**config.mk**
```make
export PLATFORM = sky130hd
export DESIGN_NAME = wbc_arbiter
export DESIGN_NICKNAME = d
export VERILOG_FILES = /design/src/rtl/wbc_arbiter.sv
export SDC_FILE = /design/constraint.sdc
export NUM_CORES = 1
export LEC_CHECK = 0
export CORE_ASPECT_RATIO = 0.8
export CORE_MARGIN = 3
export CORE_UTILIZATION = 50
export DETAILED_ROUTE_END_ITERATION = 10
export GPL_TIMING_DRIVEN = 0
export HOLD_SLACK_MARGIN = 0.15
export PLACE_DENSITY = 0.84
export SETUP_SLACK_MARGIN = 0.3
export SLEW_MARGIN = 20
export SYNTH_ARGS = -nofsm -noshare
export SYNTH_HDL_FRONTEND = slang
export SYNTH_SLANG_ARGS = --single-unit
```
**constraint.sdc**
```tcl
create_clock -name clk_i -period 3.7 [get_ports clk_i]
set_input_delay 0.74 -clock clk_i [delete_from_list [all_inputs] [get_ports clk_i]]
set_output_delay 0.74 -clock clk_i [all_outputs]
set_load 0.03 [all_outputs]
```
**src/rtl/wbc_arbiter.sv**
```systemverilog
// Round-robin arbiter for the WISHBONE control bus. A grant lasts until the owning master drops
// cyc, and one GAP cycle follows every grant. A stalled strobe is ended by a one-cycle timeout error.
module wbc_arbiter #(
  parameter int          NMASTERS = 4,
  parameter logic [7:0]  TIMEOUT  = 8'd255
) (
  input  logic                clk_i,
  input  logic                rst_i,
  input  logic [NMASTERS-1:0] cyc_i,
  input  logic                stb_i,
  input  logic                ack_i,
  input  logic                err_i,
  input  logic                rty_i,
  output logic [NMASTERS-1:0] gnt_o,
  output logic [1:0]          gnt_idx_o,
  output logic                gnt_valid_o,
  output logic                timeout_err_o,
  output logic [7:0]          timeout_count_o,
  output logic [15:0]         debug_o
);

  typedef enum logic [1:0] {
    IDLE  = 2'b00,
    GRANT = 2'b01,
    GAP   = 2'b10
  } state_t;

  state_t              state, state_nxt;
  logic [1:0]          ptr, ptr_nxt;
  logic [7:0]          tcnt, tcnt_nxt;
  logic [NMASTERS-1:0] gnt_nxt;
  logic [1:0]          idx_nxt;
  logic                vld_nxt;
  logic                terr_nxt;
  logic [7:0]          tcount_nxt;
  logic                sel_found;
  logic [1:0]          sel_idx;
  logic                term;

  function automatic logic [1:0] wrap_idx(input logic [1:0] base, input int off);
    int s;
    s = int'(base) + off;
    if (s >= NMASTERS) s = s - NMASTERS;
    return 2'(s);
  endfunction

  assign term = ack_i | err_i | rty_i;

  always_comb begin
    sel_found  = 1'b0;
    sel_idx    = 2'd0;
    state_nxt  = state;
    ptr_nxt    = ptr;
    tcnt_nxt   = 8'd0;
    gnt_nxt    = gnt_o;
    idx_nxt    = gnt_idx_o;
    vld_nxt    = gnt_valid_o;
    terr_nxt   = 1'b0;
    tcount_nxt = timeout_count_o;

    for (int i = 0; i < NMASTERS; i++) begin
      if (!sel_found && cyc_i[wrap_idx(ptr, i)]) begin
        sel_found = 1'b1;
        sel_idx   = wrap_idx(ptr, i);
      end
    end

    case (state)
      IDLE: begin
        if (sel_found) begin
          state_nxt        = GRANT;
          gnt_nxt          = '0;
          gnt_nxt[sel_idx] = 1'b1;
          idx_nxt          = sel_idx;
          vld_nxt          = 1'b1;
        end
      end
      GRANT: begin
        // Losing cyc wins over a pending timeout: the master is already leaving.
        if (!cyc_i[gnt_idx_o]) begin
          state_nxt = GAP;
          gnt_nxt   = '0;
          vld_nxt   = 1'b0;
          ptr_nxt   = wrap_idx(gnt_idx_o, 1);
        end else if (stb_i && !term) begin
          if (tcnt == TIMEOUT) begin
            terr_nxt = 1'b1;
            if (timeout_count_o != 8'hFF) tcount_nxt = timeout_count_o + 8'd1;
          end else begin
            tcnt_nxt = tcnt + 8'd1;
          end
        end
      end
      GAP:     state_nxt = IDLE;
      default: state_nxt = IDLE;
    endcase
  end

  always_ff @(posedge clk_i or posedge rst_i) begin
    if (rst_i) begin
      state           <= IDLE;
      ptr             <= 2'd0;
      tcnt            <= 8'd0;
      gnt_o           <= '0;
      gnt_idx_o       <= 2'd0;
      gnt_valid_o     <= 1'b0;
      timeout_err_o   <= 1'b0;
      timeout_count_o <= 8'd0;
    end else begin
      state           <= state_nxt;
      ptr             <= ptr_nxt;
      tcnt            <= tcnt_nxt;
      gnt_o           <= gnt_nxt;
      gnt_idx_o       <= idx_nxt;
      gnt_valid_o     <= vld_nxt;
      timeout_err_o   <= terr_nxt;
      timeout_count_o <= tcount_nxt;
    end
  end

  assign debug_o = {state, ptr, gnt_idx_o, tcnt, timeout_err_o, gnt_valid_o};

endmodule

```
### Word level (Yosys, flattened, before mapping)

Index checks and enable logic that the tools add are counted.

| word-level totals | value |
|---|---|
| flip-flop bits (word level) | 28 |
| input port bits | 10 |
| output and inout bits | 32 |
| word-level logic and storage cells | 97 |

| cells by class | value |
|---|---|
| add/subtract/negate cells | 11 |
| magnitude comparators | 12 |
| equality and inequality tests | 5 |
| multiplexer cells | 42 |
| bitwise logic cells | 3 |
| reductions and logical operators | 16 |

Operators with widths:

| operator | count |
|---|---|
| $mux 8 | 4 |
| $mux 2 | 11 |
| $lt 2x3->1 const B | 6 |
| $add 8x1->8 const B | 2 |
| $mux 1 | 16 |
| $ge 3x3->1 const B | 4 |
| $bmux 1 s2 | 5 |
| $sub 2x1->2 const B | 5 |
| $eq 8x8->1 const B | 1 |
| $mux 4 | 2 |
| $ne 8x8->1 const B | 1 |
| $pmux 4 s2 | 1 |
| $add 2x1->3 const B | 2 |
| $add 2x2->3 const B | 2 |
| $reduce_and 2->1 | 3 |
| $logic_and 1x1->1 | 5 |
| $reduce_and 5->1 | 1 |
| $logic_not 1->1 | 4 |
| $ne 2x2->1 const B | 2 |
| $pmux 2 s2 | 1 |
| $ge 2x3->1 const B | 1 |
| $reduce_and 3->1 | 1 |
| $demux 1 s2 | 1 |
| $eq 2x1->1 const B | 1 |
| other kinds (6) | 7 |

### Depth between registers and ports, before layout

Gate-level depths: netlist of run 1.

| logic depth | value |
|---|---|
| depth after elaboration | 20 |
| mapped depth | 6 |

### Worst setup path before layout of run 1

No wires, ideal clock.

| path | value |
|---|---|
| path type | input port to flip-flop |
| start point | input err_i |
| end point | register timeout_count_o[1] |
| data arrival time | 1.984 ns |
| required time | 3.575 ns |
| slack | 1.591 ns |
| stages | 4 |
| buffers on the path | 0 |
| path through | nor4b_2 nand3_1 nor3_1 mux2_2 |

| between the ends | value |
|---|---|
| longest elaborated chain between the ends | 5 |

Ends and longest elaborated chain:

| item | RTL line | RTL |
|---|---|---|
| from (decl) | 12 | `input logic err_i,` |
| $or 1x1->1 (2 in series) | 47 | `assign term = ack_i \| err_i \| rty_i;` |
| $logic_not 1->1 | 85 | `end else if (stb_i && !term) begin` |
| $logic_and 1x1->1 | 85 |  |
| $reduce_and 5->1 (no source line) | -- |  |
| to (signal assigned) | 117 | `timeout_count_o <= tcount_nxt;` |
| to (decl) | 18 | `output logic [7:0] timeout_count_o,` |

No other way between the ends.
A chain may end at the register's enable or synchronous reset.

### Worst setup path after layout of run 1

Ends and elaborated chain as after synthesis.

==> summary.md, run 1 <==
| Metric | Value |
|---|---|
| GR Overflow Total | `0` |
| Ranking of synthesized cells by area | `dfrtp_1 (49%), xor2_1 (4.3%), mux2_2 (3.9%)` |
| Reg2reg end | `timeout_count_o[1]` |
| Area growth, synth to finish | `35.5%` |
| Global-route wire length before repair | `5.29 mm` |
| N_diodes | `0` |
| Total GRT Usage | `0.194` |
| Fillers | `173` |
| Final ANT Viol Nets | `0` |
| Setup_tns | `0 ps` |
| Most Crowded Layer GR | `met2` |
| Sequential cell area | `701 um^2` |
| Met2 usage | `0.336` |
| IO buf count | `41` |
| Num rows | `16` |
| Post-Route WL | `3.07 mm` |
| Worst-Skew Late Latency | `330 ps` |
| WP data arrival | `2700 ps` |
| CTS root buf | `clkbuf_4` |
| #FFs+latches synth | `28` |
| Worst path cell trace | `clkdlybuf4s50_1 > nor4b_2 > nand3_1 > nor3_1 > mux2_2` |
| Core Region | `0.00258 mm^2` |
| Crit path kind | `primary input to flip-flop` |
| CTS Sinks | `28` |
| Met1 Track Usage GR | `0.255` |
| Avg Vias per Cell | `5.40` |
| Worst reg-to-reg path cell count | `5` |
| Power per cell area | `600 mW/mm^2` |
| YS warnings | `0` |
| Post-synthesis sequential area ratio | `0.490` |
| Yosys cell types | `40` |
| Post-Syn Area | `0.00143 mm^2` |
| Final Setup Violations | `0` |
| Number of global-route vias before repair | `1167` |
| Setup Skew | `8.54 ps` |
| Net total in the final layout | `191` |
| Dpl hpwl | `2.27 mm` |
| Share of the synthesized area in the top cell type | `0.490` |
| Antenna violations before repair | `0` |
| Post-CTS Hold Buffers | `0` |
| Yosys top cell by area | `dfrtp_1` |
| RePlAce Congestion | `0.792` |
| Chip height | `53.9 um` |
| Setup repair bufs after CTS | `0` |
| Max cap viols | `0` |
| Total die area | `0.00354 mm^2` |
| DRC Markers | `0` |
| Post-synth top flop | `dfrtp_1` |
| Post-Syn Nets | `145` |
| Die width | `65.8 um` |
| Post-Synthesis Cells | `133` |
| Vias | `1155` |
| Fin crit share | `0.669` |
| Hold slack final | `525 ps` |
| Worst path slowest cell | `nor3_1` |
| Post-synth ARST share | `1.00` |
| Worst slew margin | `0.501` |
| Worst IR drop on VDD | `0.314 mV` |
| Clk slew on worst S/H paths | `140 ps` |
| CP max FO | `8` |
| Ports | `42` |
| FMAX | `404 MHz` |
| Reg2reg start | `tcnt[0]` |
| DR pass1 iterations | `4` |
| Drt wl/cell | `14.4 um` |
| Worst-case hold path end point | `tcnt[0]` |
| Setup crit start kind | `primary input` |
| Hold Path Class | `flip-flop to flip-flop` |
| Syn_area_per_cell | `10.8 um^2` |
| Worst Tran Pin Value | `740 ps` |
| Status | `finished, final reports clean` |
| Hold Crit Start | `tcnt[0]` |
| R2R setup slack | `1590 ps` |
| Initial Utilization | `0.554` |
| Largest net degree at the start of global routing | `29` |
| Leak | `0.824 nW` |
| Slew Viols, Final | `0` |
| Max Buffers Root-to-Sink | `2` |
| CP peak stage delay | `450 ps` |
| CTS Buf Count | `3` |
| Met3 GRT Util | `0.0438` |
| Final Total Pwr | `1.16 mW` |
| Final min period | `2480 ps` |
| CTS resizes | `0` |
| Crit. End Element | `flip-flop` |
| Data required, critical path | `3930 ps` |
| Post-synth EDFFs | `0` |
| Fin. Hold Viols | `0` |
| Multi-input logic area | `669 um^2` |
| Initial DRC count | `95` |
| Unrepaired setup endpoints after global routing | `no` |
| H-tree Lvls | `1` |
| Layout cell share with drive strength beyond 1 | `0.135` |
| Hold path depth | `1` |
| CTS tree | `done` |
cell type report:
type / count / area share
Multi-Input combinational cell: 95 / 0.345
Tap cell: 36 / 0.0232
Timing Repair Buffer: 41 / 0.212
Sequential cell: 28 / 0.361
Clock buffer: 3 / 0.0116
Buffer: 6 / 0.0239
Clock inverter: 1 / 0.0155
Inverter: 4 / 0.00774
stage by stage:
stage / worst slack, ps / instance area (um^2) / utilization / std cells
after global placement: 968 / 1890 / 0.731 / 210
after CTS: 1230 / 1940 / 0.751 / 214
after floorplan: 1590 / 1430 / - / 133
after global routing: 1070 / 1940 / 0.751 / 214
final: 1230 / 1940 / 0.751 / 214
after detailed placement: 872 / 1890 / 0.731 / 210
cells in the mapped netlist (2+ instances only):
library cell / n
a21oi_1: 4
a22o_1: 2
a22o_2: 2
a2bb2oi_1: 2
buf_4: 4
dfrtp_1: 28
ha_1: 2
inv_1: 4
mux2_2: 5
nand2_1: 11
nand2b_1: 3
nand3_1: 7
nand3b_1: 3
nor2_1: 15
nor3_1: 2
nor3b_1: 2
nor4_1: 4
o21ai_0: 2
xnor2_1: 4
xor2_1: 7
registers in the layout, summed over array words and instances, names as in the netlist:
signal	flops
gnt_idx_o	2
gnt_o	4
gnt_valid_o	1
ptr	2
state	2
tcnt	8
timeout_count_o	8
timeout_err_o	1
worst max-delay path by stage:
stage | to | startpoint | cells past startpoint | slack [ps]
6_report | timeout_count_o[1] | err_i | 5 | 1230
5_1_grt | timeout_count_o[1] | err_i | 5 | 1070
4_1_cts | timeout_count_o[1] | err_i | 5 | 1230
3_5_place_dp | timeout_count_o[1] | err_i | 5 | 870
3_3_place_gp | timeout_count_o[1] | err_i | 5 | 970
2_1_floorplan | timeout_count_o[1] | err_i | 4 | 1590
metal layers:
layer | wire, um | vias up | share of wire
met5 | 0 | - | 0
met3 | 179 | 2 | 0.058
li1 | - | 564 | -
met2 | 1480 | 35 | 0.48
met4 | 12 | 0 | 0.0039
met1 | 1400 | 554 | 0.46
logic make-up (layout without fill, tap and decap cells):
family | Yosys count | count (layout) | share of synthesized area
buffers and inverters | 10 | 55 | 0.0428
and+or+nand+nor | 56 | 56 | 0.219
DFF | 28 | 28 | 0.490
muxes | 7 | 7 | 0.0621
AOI/OAI and AO/OA | 19 | 19 | 0.102
xor gates and xnor gates | 11 | 11 | 0.0673
adders and majority gates | 2 | 2 | 0.0175
critical path, delay by kind of cell:
family                 cells  cell delay (ps)
multiplexers               1              390
AND/OR/NAND/NOR            3             1150
buffers and inverters      1              420
cell usage in the layout (no fill, tap or decap), drive strengths merged, types with 4 or more instances in the layout:
cell type      count
a21oi              4
a22o               4
buf                6
clkdlybuf4s50     41
dfrtp             28
inv                4
mux2               5
nand2             11
nand3              7
nor2              15
nor4               4
xnor2              4
xor2               7
power breakdown:
part	switching, mW	leakage, nW	internal, mW	total, mW
combinational	0.292	0.424	0.259	0.552
clock	0.0889	0.0279	0.110	0.199
sequential	0.0574	0.372	0.356	0.413
(Power assumes the default switching activity.)
==> run 2, diff against run 1 <==
--- a/config.mk
+++ b/config.mk
@@ -7,11 +7,11 @@
 export LEC_CHECK = 0
 export CORE_ASPECT_RATIO = 0.8
 export CORE_MARGIN = 3
-export CORE_UTILIZATION = 50
+export CORE_UTILIZATION = 46
 export DETAILED_ROUTE_END_ITERATION = 10
 export GPL_TIMING_DRIVEN = 0
 export HOLD_SLACK_MARGIN = 0.15
-export PLACE_DENSITY = 0.84
+export PLACE_DENSITY = 0.78
 export SETUP_SLACK_MARGIN = 0.3
 export SLEW_MARGIN = 20
 export SYNTH_ARGS = -nofsm -noshare
==> constraint.sdc (replaced) <==
create_clock -name clk_i -period 2.5 [get_ports clk_i]
set_input_delay 0.5 -clock clk_i [delete_from_list [all_inputs] [get_ports clk_i]]
set_output_delay 0.5 -clock clk_i [all_outputs]
set_load 0.03 [all_outputs]
==> run 2 against run 1 <==
Critical path depth fell by 1. Clock power rose by 80%. Global-route usage shrank 2.1 points. Setup slack got worse by 860 ps. Critical endpoint is now gnt_o[3]. Sequential power increased by 48%. Power rose by 54%. Hold slack got worse by 8.5 ps. Count of clock-buffer cells in the layout did not move. Non-clock buffer count stayed put. First-iteration DRC count fell by 3.2%. Final cell count up 0.93%.
==> summary.md, run 2 (same netlist as run 1, synthesis figures left out) <==
| Metric | Value |
|---|---|
| Status | `finished, final reports clean` |
| GR Overflow Total | `0 (unchanged)` |
| Num rows | `17 (+1)` |
| Worst path cell trace | `clkdlybuf4s50_1 > o41ai_2 > and4b_1 > a22o_1` |
| Final core utilization | `0.688 (-0.0625)` |
| Crit path kind | `primary input to flip-flop` |
| Int Power | `1.12 mW (+55%)` |
| Fin crit share | `0.855` |
| Number of global-route vias before repair | `1078 (-7.6%)` |
| Worst-Skew Late Latency | `280 ps (-50 ps)` |
| Most frequent cells in the layout | `clkdlybuf4s50_1 (41), dfrtp_1 (28), nor2_1 (15)` |
| IO buf count | `41 (unchanged)` |
| CTS resizes | `0 (unchanged)` |
| Worst path slowest cell | `o41ai_2` |
| Initial DRC count | `92 (-3.2%)` |
| Setup repair bufs after CTS | `0 (unchanged)` |
| Max cap viols | `0 (unchanged)` |
| CTS root buf | `clkbuf_8` |
| Fin cells | `216 (+0.93%)` |
| N_diodes | `0 (unchanged)` |
| Final ANT Viol Nets | `0 (unchanged)` |
| Slew Viols, Final | `0 (unchanged)` |
| Max Buffers Root-to-Sink | `2 (unchanged)` |
| DR pass1 iterations | `4 (unchanged)` |
| Layout cell share with drive strength beyond 1 | `0.152 (+0.0169)` |
| Final min period | `2140 ps` |
| P_sw | `0.662 mW (+51%)` |
| CP max FO | `8 (unchanged)` |
| Setup crit start kind | `primary input` |
| Leak | `0.833 nW (+1.1%)` |
| FMAX | `468 MHz` |
| Worst slew margin | `0.506 (+0.00448)` |
| Fillers | `222 (+28%)` |
| Multi-input logic area | `686 um^2 (+2.4%)` |
| Data required, critical path | `2670 ps (-1260 ps)` |
| Crit. End Element | `flip-flop` |
| CTS tree | `done` |
| Net total in the final layout | `191 (unchanged)` |
| Chip height | `55.9 um (+3.8%)` |
| Worst Tran Pin Value | `734 ps (-6.64 ps)` |
| Clock power share | `0.200 (+0.029)` |
| Setup_tns | `0 ps (unchanged)` |
| Post-CTS Hold Buffers | `0 (unchanged)` |
| Total GRT Usage | `0.172 (-0.0210)` |
| Ports | `42 (unchanged)` |
| DP Cell Count | `212 (+0.95%)` |
| Dpl hpwl | `2.32 mm (+2.4%)` |
| Clk slew on worst S/H paths | `90 ps (-50 ps)` |
| RePlAce Congestion | `0.712 (-10%)` |
| Avg Vias per Cell | `5.35 (-0.84%)` |
| Worst IR drop on VDD | `0.467 mV (+49%)` |
| Antenna violations before repair | `0 (unchanged)` |
| Largest net degree at the start of global routing | `29 (unchanged)` |
| Regs by FF count | `tcnt: 8 flops, timeout_count_o: 8 flops, gnt_o: 4 flops` |
| Setup Skew | `7.60 ps (-0.942 ps)` |
| WP data arrival | `2310 ps (-390 ps)` |
| H-tree Lvls | `1 (unchanged)` |
| Post-Route WL | `3.13 mm (+1.9%)` |
| Total die area | `0.00382 mm^2 (+7.8%)` |
| Vias | `1156 (+0.087%)` |
| Initial Utilization | `0.498 (-0.0558)` |
| CTS Sinks | `28 (unchanged)` |
| Final Total Pwr | `1.79 mW (+54%)` |
| Global-route wire length before repair | `5.00 mm (-5.5%)` |
| Combinational share of power | `0.457 (-0.017)` |
| Fin. Hold Viols | `0 (unchanged)` |
| Sequential cell area | `701 um^2 (unchanged)` |
| Area growth, synth to finish | `38.1%` |
| Die width | `68.4 um (+3.9%)` |
| Unrepaired setup endpoints after global routing | `no` |
| Commonest non-fill, non-tap cell in the layout | `clkdlybuf4s50_1` |
| DRC Markers | `0 (unchanged)` |
| CTS Buf Count | `3 (unchanged)` |
| Power per cell area | `904 mW/mm^2 (+51%)` |
| Hold Path Class | `flip-flop to flip-flop` |
| Final Setup Violations | `0 (unchanged)` |
| Sequential share of power | `0.342 (-0.013)` |
| Drt wl/cell | `14.5 um (+0.91%)` |
| Core Region | `0.00287 mm^2 (+11%)` |
| CP peak stage delay | `770 ps (+320 ps)` |
| Sw Share | `0.370 (-0.00675)` |
## run 2: cell counts in the layout (fill, tap and decap cells not counted)
Identical to the previous run, type by type.
## run 2: power by group through the flow
| stage | clock (mW) | combinational, mW | sequential, mW |
|---|---|---|---|
| after floorplan | 0 | 0.405 | 0.747 |
| after global placement | 0 | 0.801 | 0.613 |
| after detailed placement | 0 | 0.816 | 0.621 |
| after CTS | 0.362 | 0.819 | 0.612 |
| after global routing | 0.383 | 0.869 | 0.627 |
| final | 0.358 | 0.817 | 0.612 |
## run 2: area by class of cell
class                      instances  share of cell area
buffer                             6              0.0234
clock buffer                       3              0.0209
clock inverter                     1              0.0152
inverter                           4             0.00759
multi-input combinational         95               0.347
sequential                        28               0.354
tap                               38              0.0241
timing repair buffer              41               0.208
## run 2: final timing paths
| kind | startpoint | depth (start not counted) | to | slack, ps |
|---|---|---|---|---|
| max | cyc_i[0] | 4 | gnt_o[3] | 360 |
| min | gnt_o[1] | 1 | gnt_o[1] | 520 |
| max reg2reg | tcnt[0] | 5 | timeout_count_o[7] | 610 |
| min reg2reg | gnt_o[1] | 1 | gnt_o[1] | 520 |
| max in group asynchronous | rst_i | 2 | ptr[1] | 1530 |
| min in group asynchronous | rst_i | 2 | tcnt[4] | 590 |
## run 2: metal layers
layer	track usage	vias up	share of wire	routed length (um)
li1	-	559	-	-
met1	0.239	553	0.48	1510
met2	0.269	39	0.45	1400
met3	0.0303	5	0.054	169
met4	0.0595	0	0.014	44
met5	0	-	0	0
## run 2: stage by stage
stage / instance area (um^2) / hold slack (ps) / setup slack (ps)
3_3_place_gp: 1890 / 488 / 7.74
3_5_place_dp: 1890 / 493 / 0.348
2_1_floorplan: 1430 / 565 / 490
4_1_cts: 1960 / 521 / 309
5_1_grt: 1980 / 529 / 304
6_report: 1980 / 517 / 362
## run 2: critical path, delay by kind of cell
kind	cells	cell delay, ps
AO/OA/AOI/OAI	2	960
buffers and inverters	1	530
AND/OR/NAND/NOR	1	310
